## src/rtl/pipe_hazard_ctrl_if.sv

```systemverilog
// Signal bundle between the core pipeline (master) and the hazard controller (slave).
interface pipe_hazard_ctrl_if;
   // Decode-stage instruction fields
   logic [3:0] RA1D;
   logic [3:0] RA2D;
   logic       useRA1D;
   logic       useRA2D;
   logic [3:0] WA3D;
   logic       regWriteD;
   logic       memToRegD;
   logic       memReqD;
   // Branch resolution from Execute
   logic       branchTakenE;
   // Pipeline-register controls
   logic       stallF;
   logic       stallD;
   logic       stallE;
   logic       stallM;
   logic       flushD;
   logic       flushE;
   logic       flushW;
   // Execute-stage ALU operand selects
   logic [1:0] fwdAE;
   logic [1:0] fwdBE;

   modport master (
      output RA1D, RA2D, useRA1D, useRA2D, WA3D, regWriteD, memToRegD, memReqD,
      output branchTakenE,
      input  stallF, stallD, stallE, stallM, flushD, flushE, flushW, fwdAE, fwdBE
   );

   modport slave (
      input  RA1D, RA2D, useRA1D, useRA2D, WA3D, regWriteD, memToRegD, memReqD,
      input  branchTakenE,
      output stallF, stallD, stallE, stallM, flushD, flushE, flushW, fwdAE, fwdBE
   );
endinterface

```

## src/rtl/pipe_hazard_ctrl.sv

```systemverilog
// Hazard and sequencing controller for the 5-stage core: keeps a shadow copy of the
// register/control fields in E, M and W, resolves load-use and taken-branch hazards,
// holds the pipe while a data-memory access occupies M, and selects ALU forwarding.
module pipe_hazard_ctrl #(
   parameter int MEM_LAT = 2
) (
   input  logic              clk,
   input  logic              rst,
   pipe_hazard_ctrl_if.slave hz
);

   // A single-cycle memory never waits; the counter is kept one bit wide in that case.
   localparam int CNT_W    = (MEM_LAT > 1) ? $clog2(MEM_LAT) : 1;
   localparam int CNT_LOAD = (MEM_LAT > 1) ? (MEM_LAT - 2) : 0;
   localparam bit MULTI    = (MEM_LAT > 1);

   typedef enum logic {
      RUN      = 1'b0,
      MEM_WAIT = 1'b1
   } state_t;

   state_t           state_q, state_d;
   logic [CNT_W-1:0] cnt_q, cnt_d;

   // E-stage shadow
   logic [3:0] RA1E_q, RA1E_d;
   logic [3:0] RA2E_q, RA2E_d;
   logic [3:0] WA3E_q, WA3E_d;
   logic       regWriteE_q, regWriteE_d;
   logic       memToRegE_q, memToRegE_d;
   logic       memReqE_q, memReqE_d;
   // M-stage shadow
   logic [3:0] WA3M_q, WA3M_d;
   logic       regWriteM_q, regWriteM_d;
   logic       memReqM_q, memReqM_d;
   // W-stage shadow
   logic [3:0] WA3W_q, WA3W_d;
   logic       regWriteW_q, regWriteW_d;

   // Internal hazard terms
   logic mw;        // memory wait: whole front of the pipe frozen
   logic br;        // taken branch acting this cycle
   logic lu_raw;    // load-use dependency seen between D and E
   logic lu;        // load-use after higher-priority hazards are removed
   logic flushE_c;  // E-register bubble, before reset gating

   // Forwarding priority: the younger M result wins over W.
   function automatic logic [1:0] fwd_sel(input logic [3:0] ra,
                                          input logic       wr_m,
                                          input logic [3:0] wa_m,
                                          input logic       wr_w,
                                          input logic [3:0] wa_w);
      logic [1:0] sel;
      sel = 2'b00;
      if (wr_m && (wa_m == ra)) begin
         sel = 2'b10;
      end else if (wr_w && (wa_w == ra)) begin
         sel = 2'b01;
      end
      return sel;
   endfunction

   // Memory-wait FSM: next state, counter and the wait flag.
   always_comb begin
      state_d = state_q;
      cnt_d   = cnt_q;
      mw      = 1'b0;
      case (state_q)
         RUN: begin
            if (memReqM_q && MULTI) begin
               mw      = 1'b1;
               state_d = MEM_WAIT;
               cnt_d   = CNT_W'(CNT_LOAD);
            end
         end
         MEM_WAIT: begin
            if (cnt_q != '0) begin
               mw    = 1'b1;
               cnt_d = cnt_q - CNT_W'(1);
            end else begin
               state_d = RUN;
            end
         end
         default: begin
            state_d = RUN;
            cnt_d   = '0;
         end
      endcase
   end

   // Hazard detection with priority mw > br > lu.
   always_comb begin
      br     = hz.branchTakenE && !mw;
      lu_raw = regWriteE_q && memToRegE_q &&
               ((hz.useRA1D && (hz.RA1D == WA3E_q)) ||
                (hz.useRA2D && (hz.RA2D == WA3E_q)));
      lu       = lu_raw && !mw && !br;
      flushE_c = br || lu;
   end

   // Output drive; everything is held quiet while reset is asserted.
   always_comb begin
      hz.stallF = 1'b0;
      hz.stallD = 1'b0;
      hz.stallE = 1'b0;
      hz.stallM = 1'b0;
      hz.flushD = 1'b0;
      hz.flushE = 1'b0;
      hz.flushW = 1'b0;
      hz.fwdAE  = 2'b00;
      hz.fwdBE  = 2'b00;
      if (rst) begin
         hz.stallF = mw || lu;
         hz.stallD = mw || lu;
         hz.stallE = mw;
         hz.stallM = mw;
         hz.flushD = br;
         hz.flushE = flushE_c;
         hz.flushW = mw;
         hz.fwdAE  = fwd_sel(RA1E_q, regWriteM_q, WA3M_q, regWriteW_q, WA3W_q);
         hz.fwdBE  = fwd_sel(RA2E_q, regWriteM_q, WA3M_q, regWriteW_q, WA3W_q);
      end
   end

   // Shadow-pipeline next state; stallE and stallM both equal mw, flushW equals mw.
   always_comb begin
      RA1E_d      = RA1E_q;
      RA2E_d      = RA2E_q;
      WA3E_d      = WA3E_q;
      regWriteE_d = regWriteE_q;
      memToRegE_d = memToRegE_q;
      memReqE_d   = memReqE_q;
      WA3M_d      = WA3M_q;
      regWriteM_d = regWriteM_q;
      memReqM_d   = memReqM_q;
      WA3W_d      = WA3W_q;
      regWriteW_d = regWriteW_q;

      if (!mw) begin
         // E takes the Decode instruction; a bubble keeps the fields but drops the controls.
         RA1E_d = hz.RA1D;
         RA2E_d = hz.RA2D;
         WA3E_d = hz.WA3D;
         if (flushE_c) begin
            regWriteE_d = 1'b0;
            memToRegE_d = 1'b0;
            memReqE_d   = 1'b0;
         end else begin
            regWriteE_d = hz.regWriteD;
            memToRegE_d = hz.memToRegD;
            memReqE_d   = hz.memReqD;
         end
         WA3M_d      = WA3E_q;
         regWriteM_d = regWriteE_q;
         memReqM_d   = memReqE_q;
         WA3W_d      = WA3M_q;
         regWriteW_d = regWriteM_q;
      end else begin
         // M is frozen, so W receives a bubble.
         WA3W_d      = 4'd0;
         regWriteW_d = 1'b0;
      end
   end

   // FSM state register.
   always_ff @(posedge clk or negedge rst) begin
      if (!rst) begin
         state_q <= RUN;
         cnt_q   <= '0;
      end else begin
         state_q <= state_d;
         cnt_q   <= cnt_d;
      end
   end

   // Shadow pipeline registers.
   always_ff @(posedge clk or negedge rst) begin
      if (!rst) begin
         RA1E_q      <= 4'd0;
         RA2E_q      <= 4'd0;
         WA3E_q      <= 4'd0;
         regWriteE_q <= 1'b0;
         memToRegE_q <= 1'b0;
         memReqE_q   <= 1'b0;
         WA3M_q      <= 4'd0;
         regWriteM_q <= 1'b0;
         memReqM_q   <= 1'b0;
         WA3W_q      <= 4'd0;
         regWriteW_q <= 1'b0;
      end else begin
         RA1E_q      <= RA1E_d;
         RA2E_q      <= RA2E_d;
         WA3E_q      <= WA3E_d;
         regWriteE_q <= regWriteE_d;
         memToRegE_q <= memToRegE_d;
         memReqE_q   <= memReqE_d;
         WA3M_q      <= WA3M_d;
         regWriteM_q <= regWriteM_d;
         memReqM_q   <= memReqM_d;
         WA3W_q      <= WA3W_d;
         regWriteW_q <= regWriteW_d;
      end
   end

endmodule

```

## src/flat_wrapper.sv

```systemverilog
// flat-port wrapper written by rule: the top's interface ports become plain ports
module pipe_hazard_ctrl_flat 
#(
   parameter int MEM_LAT = 2
)
  (clk, rst, hz_RA1D, hz_RA2D, hz_useRA1D, hz_useRA2D, hz_WA3D, hz_regWriteD, hz_memToRegD, hz_memReqD, hz_branchTakenE, hz_stallF, hz_stallD, hz_stallE, hz_stallM, hz_flushD, hz_flushE, hz_flushW, hz_fwdAE, hz_fwdBE);
  pipe_hazard_ctrl_if hz_i ();
  input  logic clk;
  input  logic rst;
  input wire logic [$bits(hz_i.RA1D)-1:0] hz_RA1D;
  input wire logic [$bits(hz_i.RA2D)-1:0] hz_RA2D;
  input wire logic [$bits(hz_i.useRA1D)-1:0] hz_useRA1D;
  input wire logic [$bits(hz_i.useRA2D)-1:0] hz_useRA2D;
  input wire logic [$bits(hz_i.WA3D)-1:0] hz_WA3D;
  input wire logic [$bits(hz_i.regWriteD)-1:0] hz_regWriteD;
  input wire logic [$bits(hz_i.memToRegD)-1:0] hz_memToRegD;
  input wire logic [$bits(hz_i.memReqD)-1:0] hz_memReqD;
  input wire logic [$bits(hz_i.branchTakenE)-1:0] hz_branchTakenE;
  output wire logic [$bits(hz_i.stallF)-1:0] hz_stallF;
  output wire logic [$bits(hz_i.stallD)-1:0] hz_stallD;
  output wire logic [$bits(hz_i.stallE)-1:0] hz_stallE;
  output wire logic [$bits(hz_i.stallM)-1:0] hz_stallM;
  output wire logic [$bits(hz_i.flushD)-1:0] hz_flushD;
  output wire logic [$bits(hz_i.flushE)-1:0] hz_flushE;
  output wire logic [$bits(hz_i.flushW)-1:0] hz_flushW;
  output wire logic [$bits(hz_i.fwdAE)-1:0] hz_fwdAE;
  output wire logic [$bits(hz_i.fwdBE)-1:0] hz_fwdBE;
  assign hz_i.RA1D = hz_RA1D;
  assign hz_i.RA2D = hz_RA2D;
  assign hz_i.useRA1D = hz_useRA1D;
  assign hz_i.useRA2D = hz_useRA2D;
  assign hz_i.WA3D = hz_WA3D;
  assign hz_i.regWriteD = hz_regWriteD;
  assign hz_i.memToRegD = hz_memToRegD;
  assign hz_i.memReqD = hz_memReqD;
  assign hz_i.branchTakenE = hz_branchTakenE;
  assign hz_stallF = hz_i.stallF;
  assign hz_stallD = hz_i.stallD;
  assign hz_stallE = hz_i.stallE;
  assign hz_stallM = hz_i.stallM;
  assign hz_flushD = hz_i.flushD;
  assign hz_flushE = hz_i.flushE;
  assign hz_flushW = hz_i.flushW;
  assign hz_fwdAE = hz_i.fwdAE;
  assign hz_fwdBE = hz_i.fwdBE;
  pipe_hazard_ctrl #(.MEM_LAT(MEM_LAT)) u_core (.clk(clk), .rst(rst), .hz(hz_i));
endmodule
```

## config.mk

```make
export PLATFORM = sky130hd
export DESIGN_NAME = pipe_hazard_ctrl_flat
export DESIGN_NICKNAME = d
export VERILOG_FILES = /design/src/rtl/pipe_hazard_ctrl_if.sv /design/src/rtl/pipe_hazard_ctrl.sv /design/src/flat_wrapper.sv
export SDC_FILE = /design/constraint.sdc
export NUM_CORES = 1
export LEC_CHECK = 0
export CORE_ASPECT_RATIO = 0.7
export CORE_MARGIN = 2
export CORE_UTILIZATION = 50
export CTS_CLUSTER_DIAMETER = 50
export DETAILED_ROUTE_END_ITERATION = 6
export PLACE_DENSITY = 0.82
export SETUP_SLACK_MARGIN = 0.05
export SLEW_MARGIN = 5
export SYNTH_ARGS = -nofsm -noshare
export SYNTH_HDL_FRONTEND = slang
export SYNTH_SLANG_ARGS = --single-unit
```

## constraint.sdc

```tcl
create_clock -name clk -period 5.45 [get_ports clk]
set_input_delay 1.09 -clock clk [delete_from_list [all_inputs] [get_ports clk]]
set_output_delay 1.09 -clock clk [all_outputs]
set_load 0.005 [all_outputs]
```

**Word-level counts from Yosys, hierarchy flattened**

Index checks and enable logic that the tools add are counted.

- Bitwise operators: 1
- Reduce and logical (&&, ||, !) cells: 16
- Add/sub/neg operators: 1
- Eq/ne operators: 7
- Mux-type cells: 21

Operators by type and width:

| cell | number |
|---|---|
| equality test 4 bit | 6 |
| 2-to-1 mux 1 bit | 14 |
| logical AND 1 bit | 11 |
| 2-to-1 mux 2 bit | 4 |
| 2-to-1 mux 4 bit | 1 |
| case mux 1 bit (2 select lines) | 2 |
| logical OR 1 bit | 3 |
| zero test 1 bit | 2 |
| != test 2 x 1 -> 1 bit, second input constant | 1 |
| inverter 1 bit | 1 |
| subtractor 1 bit, second input constant | 1 |

- Input bits: 20
- Logic and storage cells: 59
- Output and inout bits: 11
- Flip-flop bits (word level): 28

**Logic depth before layout (Yosys ltp)**

- Word-level depth: 8
- Mapped depth: 6
- Mapped depth without buffers: 5

**Worst setup path before layout**

No wires, ideal clock.

- Kind: input -> output
- From: in hz_RA1D[3]
- To: out hz_stallF
- Data required time: 4.360 ns
- Setup slack: 2.193 ns
- Stages: 5
- Arrival time: 2.167 ns
- Path buffers: 1
- Cell sequence: xor2_1 > or4_1 > o41ai_2 > a31o_1 > buf_4

- Word-level cells in the longest chain between the ends: 8

Ends and longest elaborated chain:

| item | RTL line | RTL |
|---|---|---|
| start: declaration | flat_wrapper.sv:10 | `input wire logic [$bits(hz_i.RA1D)-1:0] hz_RA1D;` |
| equality test 4 bit | pipe_hazard_ctrl.sv:95 | `((hz.useRA1D && (hz.RA1D == WA3E_q)) \|\|` |
| logical AND 1 bit | pipe_hazard_ctrl.sv:95 |  |
| logical OR 1 bit | pipe_hazard_ctrl.sv:95 |  |
| logical AND 1 bit | pipe_hazard_ctrl.sv:94 | `lu_raw = regWriteE_q && memToRegE_q &&` |
| logical AND 1 bit (2 in a row) | pipe_hazard_ctrl.sv:97 | `lu = lu_raw && !mw && !br;` |
| logical OR 1 bit | - |  |
| 2-to-1 mux 1 bit | - |  |
| end: declaration | flat_wrapper.sv:19 | `output wire logic [$bits(hz_i.stallF)-1:0] hz_stallF;` |

No other way between the ends.

**Final worst setup path**

- From: in hz_RA1D[1]
- To: out hz_stallD

- Word-level cells in the longest chain between the ends: 8

Ends and longest elaborated chain:

| item | RTL line | RTL |
|---|---|---|
| equality test 4 bit | pipe_hazard_ctrl.sv:95 |  |
| logical AND 1 bit | pipe_hazard_ctrl.sv:95 |  |
| logical OR 1 bit | pipe_hazard_ctrl.sv:95 |  |
| logical AND 1 bit | pipe_hazard_ctrl.sv:94 |  |
| logical AND 1 bit (2 in a row) | pipe_hazard_ctrl.sv:97 |  |
| logical OR 1 bit | pipe_hazard_ctrl.sv:114 | `hz.stallD = mw \|\| lu;` |
| 2-to-1 mux 1 bit | pipe_hazard_ctrl.sv:112 | `if (rst) begin` |
| end: declaration | flat_wrapper.sv:20 | `output wire logic [$bits(hz_i.stallD)-1:0] hz_stallD;` |

No other way between the ends.

==> impl_metrics.toml <==
[status]
outcome = "finished clean"

[route]
ant_nets = 0
wl_per_cell_um = 12.6
drt_iter0_markers = 15
dr.pass1.iters = 4
drc = 0
routed_wl_mm = 2.64
via_per_inst = 4.93
vias = 1035

[hold_path]
hp-class = "reg -> reg"

[logic_synthesis]
yosys_warnings = 0
yosysTopAreaCellShare = 0.505
synth_seq_cells = 27
synth_cell_types = 18
synth-seq-area-share = 0.505
synth.avg_cell_area_um2 = 9.10
synth_area_mm2 = 0.00134
synthCells = 147
syn_nets = 167
yosys.area.top_type = "dfrtp_1"
synthTopCellsByArea = "dfrtp_1 (51%), nand2_1 (16%), xor2_1 (9.2%)"

[power_and_ir_drop]
leakage_nw = 0.806
switching_power_uw = 337
report.power.total_uw = 857
p_int_uw = 520
pwr-share-comb = 0.414
clkPwrFrac = 0.128
power_density_mw_per_mm2 = 502
irDropWorstVdd_mv = 0.270
power.share.switching = 0.393
seqPwrFrac = 0.458

[grt]
overflow = 0
grt_usage = 0.192
grt_pass1_vias = 1033
antenna_found_initial = 0
grt_pass1_wl_mm = 4.44
grt_max_degree = 30

[clock_network]
cts_max_level = 1
cts_buffers = 3
cts_hold_buf = 0
cts.sinks = 27
cts_resized = 0
clock_path_buffers = 2
clkTransAtPathRegs_ns = 0.09
cts-root-buf = "clkbuf_8"
cts_setup_buffers = 0
cts_tree = "yes"
clk_latency_ns = 0.26

[setup_path]
path_max_fanout = 5
cp.required_ns = 4.36
worstSetupStartpointType = "primary input"
crit_chain = "clkdlybuf4s50_1, xnor2_1, nand4_1, or4_1, o41ai_2, a31o_1, clkdlybuf4s50_1"
cp.arrival_ns = 3.11
cp_slowest_stage_delay_ns = 0.51
crit_top_cell = "clkdlybuf4s50_1"
cp_slowest_cell = "clkdlybuf4s50_1"
crit_buf_inv = 2
critPathKind = "in -> out"
critPathCaptureType = "primary output"
critPathTopFamily = "buffers and inverters"

[layout]
layout-drive-gt1-share = 0.0398
areaGrowthSynthToFinish_pct = 27.6
nets = 197
n_antenna_cell = 0

[sta]
final.min_clock_period_ns = 4.20
worst_pin_slew_ns = 0.619
hold_violations = 0
timing.setup.tns_ns = 0
fin_worst_skew_ns = 0.00180
setup_viol = 0
fin_crit_sh = 0.771
rsz0062_at_grt = "false"
max_freq_mhz = 238
slew_headroom = 0.587
maxSlewViolCount = 0

[place]
port-buffer-count = 30
dp_hpwl_mm = 1.98
gp_congestion = 0.847

[run]
drv_cap = 0

[die]
die_w_um = 65.8
coreArea_mm2 = 0.00250
row_count = 15
dieArea_mm2 = 0.00311
start_util = 0.536
io_pins = 31
dieHeight_um = 47.3
-- worst reg2reg max path: cells and delay by family (launching register included) --
kind	cells	cell delay (ns)
compound gates	2	0.28
flops	1	0.44
xor+xnor	1	0.19
simple gates	2	0.55
-- state kept, by name, summed over array words and instances (netlist names) --
name	cells
u_core.RA1E_q	4
u_core.RA2E_q	4
u_core.WA3E_q	4
u_core.WA3M_q	4
u_core.WA3W_q	4
u_core.memReqE_q	1
u_core.memReqM_q	1
u_core.memToRegE_q	1
u_core.regWriteE_q	1
u_core.regWriteM_q	1
u_core.regWriteW_q	1
u_core.state_q	1
-- layout by cell type (no fill, tap or decap) --
| master | count |
|---|---|
| a31o_1 | 1 |
| and2_1 | 8 |
| and3_1 | 1 |
| buf_4 | 3 |
| clkbuf_1 | 1 |
| clkbuf_8 | 3 |
| clkdlybuf4s50_1 | 30 |
| dfrtp_1 | 27 |
| inv_1 | 2 |
| nand2_1 | 57 |
| nand2b_1 | 2 |
| nand3_1 | 5 |
| nand4_1 | 2 |
| nor4_1 | 4 |
| o211a_1 | 1 |
| o21ai_0 | 3 |
| o41ai_2 | 1 |
| or4_1 | 1 |
| xnor2_1 | 10 |
| xor2_1 | 14 |
-- synth_stat cells (all sizes together) --
cell type and instances:
nand4 2, xor2 14, o21ai 3, nor4 4, inv 2, or4 1
buf 3, nand2 57, and3 1, clkbuf 5, o211a 1, nand3 5
a31o 1, dfrtp 27, and2 8, nand2b 2, o41ai 1, xnor2 10
-- cell type report --
type	count	area [um2]
fillers	208	790
flip-flops and latches	27	676
inverters	2	7.51
well taps	34	42.5
multi-input cells	110	613
repair buffers	33	323
clock buffers	4	45.0
-- power by group through the flow --
stage | logic, mW | clock network, mW | registers [mW]
floorplan | 0.267 | 0 | 0.372
global placement | 0.347 | 0 | 0.389
detailed placement | 0.357 | 0 | 0.395
CTS | 0.361 | 0.113 | 0.392
global route | 0.402 | 0.119 | 0.405
finish | 0.355 | 0.109 | 0.392
-- per-stage QoR --
stage          hold slack [ns]   util  area, um2  worst slack (ns)  std cells
2_1_floorplan            0.435      -       1340              2.19        147
3_3_place_gp             0.449  0.666       1660              1.32        206
3_5_place_dp             0.450  0.666       1660              1.23        206
4_1_cts                  0.473  0.684       1710              1.23        210
5_1_grt                  0.519  0.684       1710              1.11        210
6_report                 0.468  0.684       1710              1.25        210
-- metal layers --
layer / share of wire / GRT usage
met1: 0.46 / 0.232
met2: 0.48 / 0.352
met3: 0.048 / 0.0480
met4: 0.0080 / 0.0542
met5: 0 / 0
-- path summary, 6_finish.rpt --
check                                 startpoint  cells after the start  slack, ns                  to
worst max register to register  u_core.WA3E_q[1]                      5       3.86  u_core.memToRegE_q
max in group asynchronous                    rst                      2       4.02  u_core.regWriteM_q
worst min-delay path            u_core.memReqE_q                      1       0.47    u_core.memReqM_q
worst min register to register  u_core.memReqE_q                      1       0.47    u_core.memReqM_q
min in group asynchronous                    rst                      2       1.19    u_core.WA3M_q[0]
worst max-delay path                  hz_RA1D[1]                      7       1.25           hz_stallD
-- logic make-up after synthesis --
logic type	synth area share
xor gates and xnor gates	0.157
AOI/OAI and AO/OA	0.0374
and+or+nand+nor	0.264
buffers and inverters	0.0365
DFF	0.505
Power figures use the tool's default switching activity.
